$ cat src/rtl/imem_loader.sv
// imem_loader: boot-time instruction-memory writer.
//
// Accepts a valid/ready byte stream framed as LEN_LO, LEN_HI (16-bit word
// count N) followed by 4*N data bytes, least-significant byte first within
// each word. Every assembled word is written to a word-addressed memory
// port with a single-cycle strobe. The CPU is held in reset until the whole
// image has been loaded; a malformed frame parks the loader in an error
// state with the CPU still held.
//
// Build option: define IMEM_LOADER_CSUM_EN to expect one trailing byte equal
// to the XOR of all data bytes. A mismatch ends in the error state (words
// already written are left in memory). Without the macro the last word (or
// an empty frame) completes the load directly.
module imem_loader #(
  parameter int AW = 10
) (
  input  logic          clk,
  input  logic          rst,
  input  logic          s_valid,
  input  logic [7:0]    s_data,
  output logic          s_ready,
  output logic [AW-1:0] mem_addr,
  output logic [31:0]   mem_din,
  output logic [3:0]    mem_be,
  output logic          mem_wren,
  output logic          cpu_rst,
  output logic          done,
  output logic          err
);

  // Number of words the target memory can hold.
  localparam int unsigned DEPTH = 32'd1 << AW;

  typedef enum logic [2:0] {
    S_LEN0,
    S_LEN1,
    S_DATA,
    S_WRITE,
`ifdef IMEM_LOADER_CSUM_EN
    S_CSUM,
`endif
    S_DONE,
    S_ERR
  } state_e;

  state_e        state_q;

  // Registered outputs.
  logic          s_ready_q;
  logic [AW-1:0] mem_addr_q;
  logic [31:0]   mem_din_q;
  logic [3:0]    mem_be_q;
  logic          mem_wren_q;
  logic          cpu_rst_q;
  logic          done_q;
  logic          err_q;

  // Frame bookkeeping. The word counter is one bit wider than the 16-bit
  // length so that it can hold the full count without aliasing.
  logic [15:0]   len_q;
  logic [1:0]    byte_cnt_q;
  logic [16:0]   wcnt_q;

`ifdef IMEM_LOADER_CSUM_EN
  logic [7:0]    csum_q;
  logic [7:0]    csum_d;
`endif

  // Next-value helpers shared by several FSM branches.
  logic          accept;
  logic [15:0]   len_d;
  logic          len_too_big;
  logic          len_zero;
  logic [31:0]   din_d;
  logic [1:0]    byte_cnt_d;
  logic [16:0]   wcnt_d;
  logic          last_word;
  logic [AW-1:0] addr_d;

  // Handshake, length decode and counter increments.
  always_comb begin
    accept      = s_valid && s_ready_q;
    len_d       = {s_data, len_q[7:0]};
    len_too_big = (32'(len_d) > DEPTH);
    len_zero    = (len_d == 16'd0);
    byte_cnt_d  = byte_cnt_q + 2'd1;
    wcnt_d      = wcnt_q + 17'd1;
    last_word   = (wcnt_d == {1'b0, len_q});
    // The address register holds at the top of memory instead of wrapping,
    // so a full-depth image leaves it at DEPTH-1.
    addr_d      = (&mem_addr_q) ? mem_addr_q : mem_addr_q + 1'b1;
  end

  // Little-endian byte lane insertion into the word being assembled.
  always_comb begin
    din_d = mem_din_q;
    din_d[8*byte_cnt_q +: 8] = s_data;
  end

`ifdef IMEM_LOADER_CSUM_EN
  // Running XOR over every accepted data byte.
  always_comb begin
    csum_d = csum_q ^ s_data;
  end
`endif

  // Load sequencer: single FSM owning the state and every registered output.
  always_ff @(posedge clk) begin
    if (rst) begin
      state_q    <= S_LEN0;
      s_ready_q  <= 1'b1;
      mem_addr_q <= '0;
      mem_din_q  <= '0;
      mem_be_q   <= 4'h0;
      mem_wren_q <= 1'b0;
      cpu_rst_q  <= 1'b1;
      done_q     <= 1'b0;
      err_q      <= 1'b0;
      len_q      <= '0;
      byte_cnt_q <= '0;
      wcnt_q     <= '0;
`ifdef IMEM_LOADER_CSUM_EN
      csum_q     <= '0;
`endif
    end else begin
      case (state_q)
        S_LEN0: begin
          if (accept) begin
            len_q[7:0] <= s_data;
            state_q    <= S_LEN1;
          end
        end

        S_LEN1: begin
          if (accept) begin
            len_q <= len_d;
            if (len_too_big) begin
              // Oversized image is refused before anything is written.
              state_q   <= S_ERR;
              s_ready_q <= 1'b0;
              err_q     <= 1'b1;
            end else if (len_zero) begin
`ifdef IMEM_LOADER_CSUM_EN
              state_q   <= S_CSUM;
`else
              state_q   <= S_DONE;
              s_ready_q <= 1'b0;
              done_q    <= 1'b1;
              cpu_rst_q <= 1'b0;
`endif
            end else begin
              state_q <= S_DATA;
            end
          end
        end

        S_DATA: begin
          if (accept) begin
            mem_din_q  <= din_d;
            byte_cnt_q <= byte_cnt_d;
`ifdef IMEM_LOADER_CSUM_EN
            csum_q     <= csum_d;
`endif
            if (byte_cnt_q == 2'd3) begin
              // Word complete: strobe it out next cycle and pause the stream.
              state_q    <= S_WRITE;
              s_ready_q  <= 1'b0;
              mem_wren_q <= 1'b1;
              mem_be_q   <= 4'hF;
            end
          end
        end

        S_WRITE: begin
          mem_wren_q <= 1'b0;
          mem_be_q   <= 4'h0;
          mem_addr_q <= addr_d;
          wcnt_q     <= wcnt_d;
          if (last_word) begin
`ifdef IMEM_LOADER_CSUM_EN
            state_q   <= S_CSUM;
            s_ready_q <= 1'b1;
`else
            state_q   <= S_DONE;
            done_q    <= 1'b1;
            cpu_rst_q <= 1'b0;
`endif
          end else begin
            state_q   <= S_DATA;
            s_ready_q <= 1'b1;
          end
        end

`ifdef IMEM_LOADER_CSUM_EN
        S_CSUM: begin
          if (accept) begin
            s_ready_q <= 1'b0;
            if (s_data == csum_q) begin
              state_q   <= S_DONE;
              done_q    <= 1'b1;
              cpu_rst_q <= 1'b0;
            end else begin
              state_q <= S_ERR;
              err_q   <= 1'b1;
            end
          end
        end
`endif

        S_DONE: begin
          s_ready_q <= 1'b0;
        end

        S_ERR: begin
          s_ready_q  <= 1'b0;
          mem_wren_q <= 1'b0;
          cpu_rst_q  <= 1'b1;
        end

        default: begin
          // Unreachable encodings fail safe with the CPU held in reset.
          state_q    <= S_ERR;
          s_ready_q  <= 1'b0;
          mem_wren_q <= 1'b0;
          mem_be_q   <= 4'h0;
          cpu_rst_q  <= 1'b1;
          err_q      <= 1'b1;
        end
      endcase
    end
  end

  assign s_ready  = s_ready_q;
  assign mem_addr = mem_addr_q;
  assign mem_din  = mem_din_q;
  assign mem_be   = mem_be_q;
  assign mem_wren = mem_wren_q;
  assign cpu_rst  = cpu_rst_q;
  assign done     = done_q;
  assign err      = err_q;

endmodule

$ cat config.mk
export PLATFORM = sky130hd
export DESIGN_NAME = imem_loader
export DESIGN_NICKNAME = d
export VERILOG_FILES = /design/src/rtl/imem_loader.sv
export SDC_FILE = /design/constraint.sdc
export NUM_CORES = 1
export LEC_CHECK = 0
export ABC_AREA = 1
export CORE_ASPECT_RATIO = 1.25
export CORE_UTILIZATION = 61
export CTS_BUF_LIST = sky130_fd_sc_hd__clkbuf_4 sky130_fd_sc_hd__clkbuf_8
export DETAILED_ROUTE_END_ITERATION = 10
export PLACE_DENSITY = 0.88
export SLEW_MARGIN = 20
export SYNTH_ARGS = -nofsm -noshare
export SYNTH_HDL_FRONTEND = slang
export SYNTH_SLANG_ARGS = --single-unit
$ cat constraint.sdc
create_clock -name clk -period 5.4 [get_ports clk]
set_clock_uncertainty 0.15 [all_clocks]
set_input_delay 1.08 -clock clk [delete_from_list [all_inputs] [get_ports clk]]
set_output_delay 1.08 -clock clk [all_outputs]
set_load 0.01 [all_outputs]
==> results of run 1 <==
## flip-flops by register name, summed over array words and instances, names as in the netlist, 2 cells and up
name	count
byte_cnt_q	2
mem_din	32
mem_addr	10
wcnt_q	17
len_q	16
state_q	3
## worst min-delay path: cells and delay by family, from the launching register on
kind | cells | cell delay (ns)
compound gates | 1 | 0.05
buf+inv | 1 | 0.06
flops | 1 | 0.32
## per-layer routing
| metal | vias up | global-route usage [%] | part of all wire (%) |
|---|---|---|---|
| li1 | 2164 | - | - |
| met1 | 1991 | 35.3 | 42 |
| met2 | 156 | 54.6 | 50 |
| met3 | 26 | 5.16 | 5.3 |
| met4 | 0 | 12.7 | 2.3 |
| met5 | - | 0 | 0 |
## stage by stage
stage	worst slack (ns)	total power [mW]	hold slack, ns	utilization, %
floorplan	2.89	0.958	0.305	-
finish	2.46	1.51	0.319	75.0
CTS	2.51	1.51	0.318	75.0
global placement	2.30	1.04	0.304	72.0
detailed placement	2.23	1.05	0.306	72.0
global route	2.23	1.59	0.342	75.0
## worst paths after layout
path / endpoint / cells past startpoint / slack [ns] / startpoint
min reg2reg: done / 2 / 0.32 / done
max: mem_din[17] / 7 / 2.46 / byte_cnt_q[0]
max reg2reg: mem_din[17] / 7 / 2.46 / byte_cnt_q[0]
min: done / 2 / 0.32 / done
## Yosys cell counts (2+ instances only)
cell	n
or3_1	8
buf_4	3
ha_1	8
clkinv_1	2
inv_1	79
clkbuf_1	15
nand3_1	45
xnor3_1	2
o21ai_0	52
inv_2	5
o211ai_1	7
nand3_2	3
nand2_2	4
xor2_1	4
nor2_2	7
a31oi_1	2
o21ai_1	3
nor2_1	59
a21oi_1	64
nand4_1	17
nand2_1	122
a21oi_2	2
nor2_4	5
buf_2	2
nor3_1	13
dfxtp_1	86
## cell type report
class	count	area, sq um	share of cell area, %
inverter	86	323	6.21
timing repair buffer	64	633	12.2
multi-input combinational	435	2200	42.4
sequential	86	1720	33.1
clock inverter	7	81.3	1.56
clock buffer	9	124	2.38
tap	90	113	2.17
## kinds of logic after synthesis
group,count (synthesis),share of synthesized area [%]
compound gates,133,16.1
xor+xnor,7,2.04
fa+ha+maj,8,2.30
buf+inv,107,9.72
flops,86,39.6
simple gates,287,30.2
## power by group through the flow
stage / Sequential [mW] / Combinational, mW / Clock, mW
6_report: 0.723 / 0.321 / 0.466
5_1_grt: 0.730 / 0.361 / 0.495
4_1_cts: 0.722 / 0.317 / 0.467
3_5_place_dp: 0.737 / 0.313 / 0
3_3_place_gp: 0.736 / 0.308 / 0
2_1_floorplan: 0.734 / 0.224 / 0
## layout by cell type, fill, tap and decap left out, types with 2 or more instances in the layout
cell and instances:
nand2_1 122, dfxtp_1 86, inv_1 79, a21oi_1 64
clkdlybuf4s50_1 61, nor2_1 59, o21ai_0 52, nand3_1 45
nand4_1 17, nor3_1 13, clkbuf_8 9, or3_1 8
ha_1 8, nor2_2 7, o211ai_1 7, inv_2 5
nor2_4 5, nand2_2 4, xor2_1 4, nand3_2 3
o21ai_1 3, clkinv_4 3, buf_4 3, xnor3_1 2
clkinv_1 2, a21oi_2 2, a31oi_1 2, inv_6 2
==> impl_results.md, run 1 <==
- Outcome: completed
- Buffers inserted during post-CTS setup optimization: 0
- Worst min-delay path category: reg2reg
- Chip height: between 90 and 100 um
- Area leader, netlist: dfxtp_1
- Post-cts repair resize count: 0
- Std-Cell Rows: 34
- Clk Tree Root Cell: clkbuf_8
- Final design instance area without fill: between 5000 and 6000 sq um
- Clk slew on worst S/H paths: roughly 0.09 ns
- Share of the clock period used by the worst path: approximately 54%
- Synth Flop Type: dfxtp_1
- Wirelength, routed: between 10000 and 15000 um
- Largest cells by area after synthesis: dfxtp_1 40%, nand2_1 11%, a21oi_1 7.4%, inv_1 6.8%, o21ai_0 6.0%
- Async S/R FF share, synth: 0%
- Type of destination of the critical path: flop
- Cell with the biggest individual delay on the critical path: dfxtp_1
- Vias in the first global route: between 3000 and 4000
- Quantity of hold-fixing buffers added after cts: 0
- Number of buffer cells added on primary ports: 61
- Number of distinct library cells after synthesis: 35
- Overall overflow remaining after global route: 0
- Fraction of layout instances using a drive strength above 1: between 6 and 7%
- Post-synth EDFFs: 0
- Type of the worst setup path: reg2reg
- Cell repeated most along the worst path: inv_1
- Insertion delay of the later-clocked pin in the worst-skew pair: 0.36 ns
- GRT Total Usage: a little under a third
- Count of clock tree sinks: 86
- Setup crit start kind: flop
- Count of final hold-check violations: 0
- Setup Viol. Count Final: 0
- Filler cell count: about 500
- Sequential-to-total area share from yosys stat: a little under 40%
- Number of DRC markers after the initial detailed-route iteration: 299
- Number of detailed-routing iterations run before antenna repair: 5
- Initial core utilization: between 60% and 70%
- Number of ports placed on the die boundary: slightly above 60
- P_leak: roughly 2.1 nW
- Yosys synthesis warning count: 0
- Remaining routing DRC violations: 0
- Register share of total power: 47.9%
- Power per cell area: about 290 nW/um^2
- Max H-tree Level: 3
- Worst Path Required: between 5 and 6 ns
- Number of antenna violations at the first check in global routing: 0
- Gate power share: 21.2%
- Post-route minimum period: 2.94 ns
- Unrepaired setup endpoints after global routing: no
- Switching power as a share of total power: a little under a third
- Sum of negative setup slack: 0 ns
- Count of inserted antenna diode cells: 0
- CTS Buf Count: 9
- Cell-internal power: 1.03 mW
- Cells after DPL: roughly 760
- Slew margin rel.: 46.4%
- Arr. time, crit path: just over 3 ns
- CTS tree: built
- Post-DR wirelength/cell: approximately 14 um
- Highest achievable clock rate: between 300 and 400 MHz
- Post-Synthesis Mean Instance Area: between 6 and 7 sq um
- ANT nets after route: 0
- Max-slew violations: 0
- Largest delay share family, worst path: simple AND/OR/NAND/NOR gates
- Post-synthesis cell area: around 4300 sq um
- Nets: approximately 700
- Core Footprint: 6930 sq um
- Buffers and inverters on the worst path: 2
- Max-capacitance violation count: 0
- Post-Syn Instances: 628
- Syn Nets: between 600 and 700
- Post-synthesis sequential element count: 86
- Share of the synthesized area in the top cell type: about two fifths
- Total via count in the routed design: ~4300
- Pin count of the biggest net entering global routing: 40
- Pin slew with the least headroom to its limit: 0.801 ns
- Die Area: ~7500 sq um
- Final RePlAce weighted congestion: slightly above 0.9
- HPWL after DPL: about 7900 um
- Cell area after placement: approximately 5000 sq um
- P_sw: roughly 480 uW
- Crit-path cells: inv_1 -> ha_1 -> inv_1 -> nor2_1 -> nand2_1 -> or3_1 -> a21oi_1
- Maximum net fanout on the critical path: 14
- Layout overhead on the synthesized area: 19.6%
- DIE WIDTH: between 70 and 80 um
- Non-filler cells, final: roughly 780
- First-pass GRT wire length: between 15000 and 20000 um
- Mean number of vias per cell: between 5 and 6
- Worst stage delay on the critical path: just over 0.6 ns
- Number of buffers on the longest clock path: 2
- Clock Power Share: 30.9%
- Worst ir drop on vdd: approximately 0.19 mV
(Power assumes the default switching activity.)
==> run 2: changes to the inputs <==
--- a/config.mk
+++ b/config.mk
@@ -7,10 +7,10 @@
 export LEC_CHECK = 0
 export ABC_AREA = 1
 export CORE_ASPECT_RATIO = 1.25
-export CORE_UTILIZATION = 61
+export CORE_UTILIZATION = 57
 export CTS_BUF_LIST = sky130_fd_sc_hd__clkbuf_4 sky130_fd_sc_hd__clkbuf_8
 export DETAILED_ROUTE_END_ITERATION = 10
-export PLACE_DENSITY = 0.88
+export PLACE_DENSITY = 0.83
 export SLEW_MARGIN = 20
 export SYNTH_ARGS = -nofsm -noshare
 export SYNTH_HDL_FRONTEND = slang
==> constraint.sdc (replaced) <==
create_clock -name clk -period 3.1 [get_ports clk]
set_clock_uncertainty 0.15 [all_clocks]
set_input_delay 0.62 -clock clk [delete_from_list [all_inputs] [get_ports clk]]
set_output_delay 0.62 -clock clk [all_outputs]
set_load 0.01 [all_outputs]
==> impl_results.md, run 2 (same netlist as run 1, synthesis figures left out) <==
- Outcome: completed (unchanged)
- Final RePlAce weighted congestion: 0.923 (was 0.919)
- CTS tree: built (unchanged)
- Max H-tree Level: 3 (unchanged)
- Filler cell count: 603 (was 515)
- Die Area: 7990 sq um (was 7470 sq um)
- HPWL after DPL: 8050 um (was 7900 um)
- Insertion delay of the later-clocked pin in the worst-skew pair: 0.36 ns (about the same)
- Sum of negative setup slack: 0 ns (unchanged)
- Setup slack of the critical path after layout: 0.720 ns (was 2.46 ns)
- Layout overhead on the synthesized area: 20.4% (was 19.6%)
- Cell with the biggest individual delay on the critical path: or3_1 (was dfxtp_1)
- Count of clock tree sinks: 86 (unchanged)
- Highest achievable clock rate: 420 MHz (was 341 MHz)
- Setup crit start kind: flop (unchanged)
- GRT Total Usage: 29.2% (was 30.2%)
- Worst ir drop on vdd: 0.307 mV (was 0.187 mV)
- Total via count in the routed design: 4444 (was 4337)
- DIE WIDTH: 80.1 um (was 77.5 um)
- Number of ports placed on the die boundary: 62 (unchanged)
- Chip height: 99.7 um (was 96.4 um)
- Hold Startpoint: mem_din[10] (was done)
- Max-capacitance violation count: 0 (unchanged)
- Core Footprint: 7400 sq um (was 6930 sq um)
- Highest-count cells in the layout ignoring fill and taps: 122 x nand2_1, 86 x dfxtp_1, 79 x inv_1 (unchanged)
- Share of the clock period used by the worst path: 76.8% (was 54.4%)
- Remaining routing DRC violations: 0 (unchanged)
- ANT nets after route: 0 (unchanged)
- Overall overflow remaining after global route: 0 (unchanged)
- CTS Buf Count: 9 (unchanged)
- Worst min-delay path category: reg2reg (unchanged)
- Wirelength, routed: 11100 um (was 11000 um)
- Number of buffer cells added on primary ports: 61 (unchanged)
- Type of the worst setup path: reg2reg (unchanged)
- Final design instance area without fill: 5240 sq um (was 5200 sq um)
- Post-layout power: 2.66 mW (was 1.51 mW)
- Number of detailed-routing iterations run before antenna repair: 5 (unchanged)
- Clk slew on worst S/H paths: 0.09 ns (about the same)
- Number of buffers on the longest clock path: 2 (unchanged)
- Fraction of layout instances using a drive strength above 1: 7.25% (was 6.84%)
- Reg-to-reg critical path startpoint: byte_cnt_q[0] (unchanged)
- Arr. time, crit path: 2.52 ns (was 3.07 ns)
- Crit-path cells: buf_4 -> inv_1 -> ha_1 -> inv_1 -> nor2_1 -> buf_4 -> nand2_1 -> or3_1 -> a21oi_1 (was inv_1 -> ha_1 -> inv_1 -> nor2_1 -> nand2_1 -> or3_1 -> a21oi_1)
- Mean number of vias per cell: 5.68 (was 5.58)
- Pin count of the biggest net entering global routing: 39 (was 40)
- Number of flip-flops in the largest register: 32 (unchanged)
- P_leak: 2.12 nW (was 2.10 nW)
- Worst Path Required: 3.24 ns (was 5.54 ns)
- Buffers inserted during post-CTS setup optimization: 0 (unchanged)
- Std-Cell Rows: 35 (was 34)
- Most common cell after layout, fill and taps aside: nand2_1 (unchanged)
- Post-DR wirelength/cell: 14.2 um (about the same)
- Slew margin rel.: 58.6% (was 46.4%)
- First-pass GRT wire length: 18200 um (was 17700 um)
- Quantity of hold-fixing buffers added after cts: 0 (unchanged)
- Pin slew with the least headroom to its limit: 0.620 ns (was 0.801 ns)
- Clk Tree Root Cell: clkbuf_8 (unchanged)
- Setup Viol. Count Final: 0 (unchanged)
- Initial core utilization: 58.8% (was 62.7%)
- Worst stage delay on the critical path: 0.42 ns (was 0.62 ns)
- Nets: 704 (was 701)
- Count of inserted antenna diode cells: 0 (unchanged)
- Number of antenna violations at the first check in global routing: 0 (unchanged)
- Type of destination of the critical path: flop (unchanged)
- Post-route minimum period: 2.38 ns (was 2.94 ns)
- Cell area after placement: 5030 sq um (was 4990 sq um)
- Vias in the first global route: 4008 (was 3920)
- Max-slew violations: 0 (unchanged)
- Maximum net fanout on the critical path: 14 (unchanged)
- Post-Place Worst Slack: 0.605 ns (was 2.23 ns)
- Number of DRC markers after the initial detailed-route iteration: 373 (was 299)
- Unrepaired setup endpoints after global routing: no (unchanged)
- Source of the critical timing path: byte_cnt_q[0] (unchanged)
- Count of final hold-check violations: 0 (unchanged)
- Power per cell area: 509 nW/um^2 (was 290 nW/um^2)
- Post-cts repair resize count: 0 (unchanged)
-- run 2: cell types whose count changed in the layout (fill, tap and decap cells not counted), sizes merged --
cell	delta
buf	+3
-- run 2: metrics by stage --
step                hold slack, ns  util (%)  cells
floorplan                    0.305         -    628
global placement             0.302      68.0    766
detailed placement           0.307      68.0    766
CTS                          0.322      70.8    782
global route                 0.335      70.8    782
finish                       0.319      70.8    782
-- run 2: final cells by class --
type,instances,area (sq um),area share (%)
multi-input cells,435,2200,42.1
flip-flops and latches,86,1720,32.9
repair buffers,67,668,12.8
inverters,86,323,6.16
clock buffers,9,124,2.37
well taps,92,115,2.20
clock inverters,7,80.1,1.53
-- run 2: path summary, 6_finish.rpt --
path                      end  slack [ns]  depth (start not counted)
setup / recovery  mem_din[22]        0.72                          9
hold / removal    mem_din[10]        0.32                          2
setup reg to reg  mem_din[22]        0.72                          9
hold reg to reg   mem_din[10]        0.32                          2
-- run 2: power by group --
part	leakage (nW)	internal, mW	switching [mW]	total (mW)
logic	1.32	0.220	0.356	0.576
registers	0.696	1.20	0.0679	1.26
clock network	0.102	0.382	0.440	0.822
total	2.12	1.80	0.864	2.66
-- run 2: layer usage --
metal	share of wire (%)	wire [um]	global-route usage, %	vias up
met2	50	5520	50.5	184
met5	0	0	0	-
met3	5.5	613	3.85	23
met4	2.6	286	13.6	0
li1	-	-	-	2179
met1	42	4670	35.5	2058
-- run 2: critical path, delay by kind of cell (launching register included) --
family,cells,cell delay [ns]
DFF,1,0.32
adders and majority gates,1,0.38
and+or+nand+nor,3,0.66
buffers and inverters,4,0.62
AOI/OAI and AO/OA,1,0.16
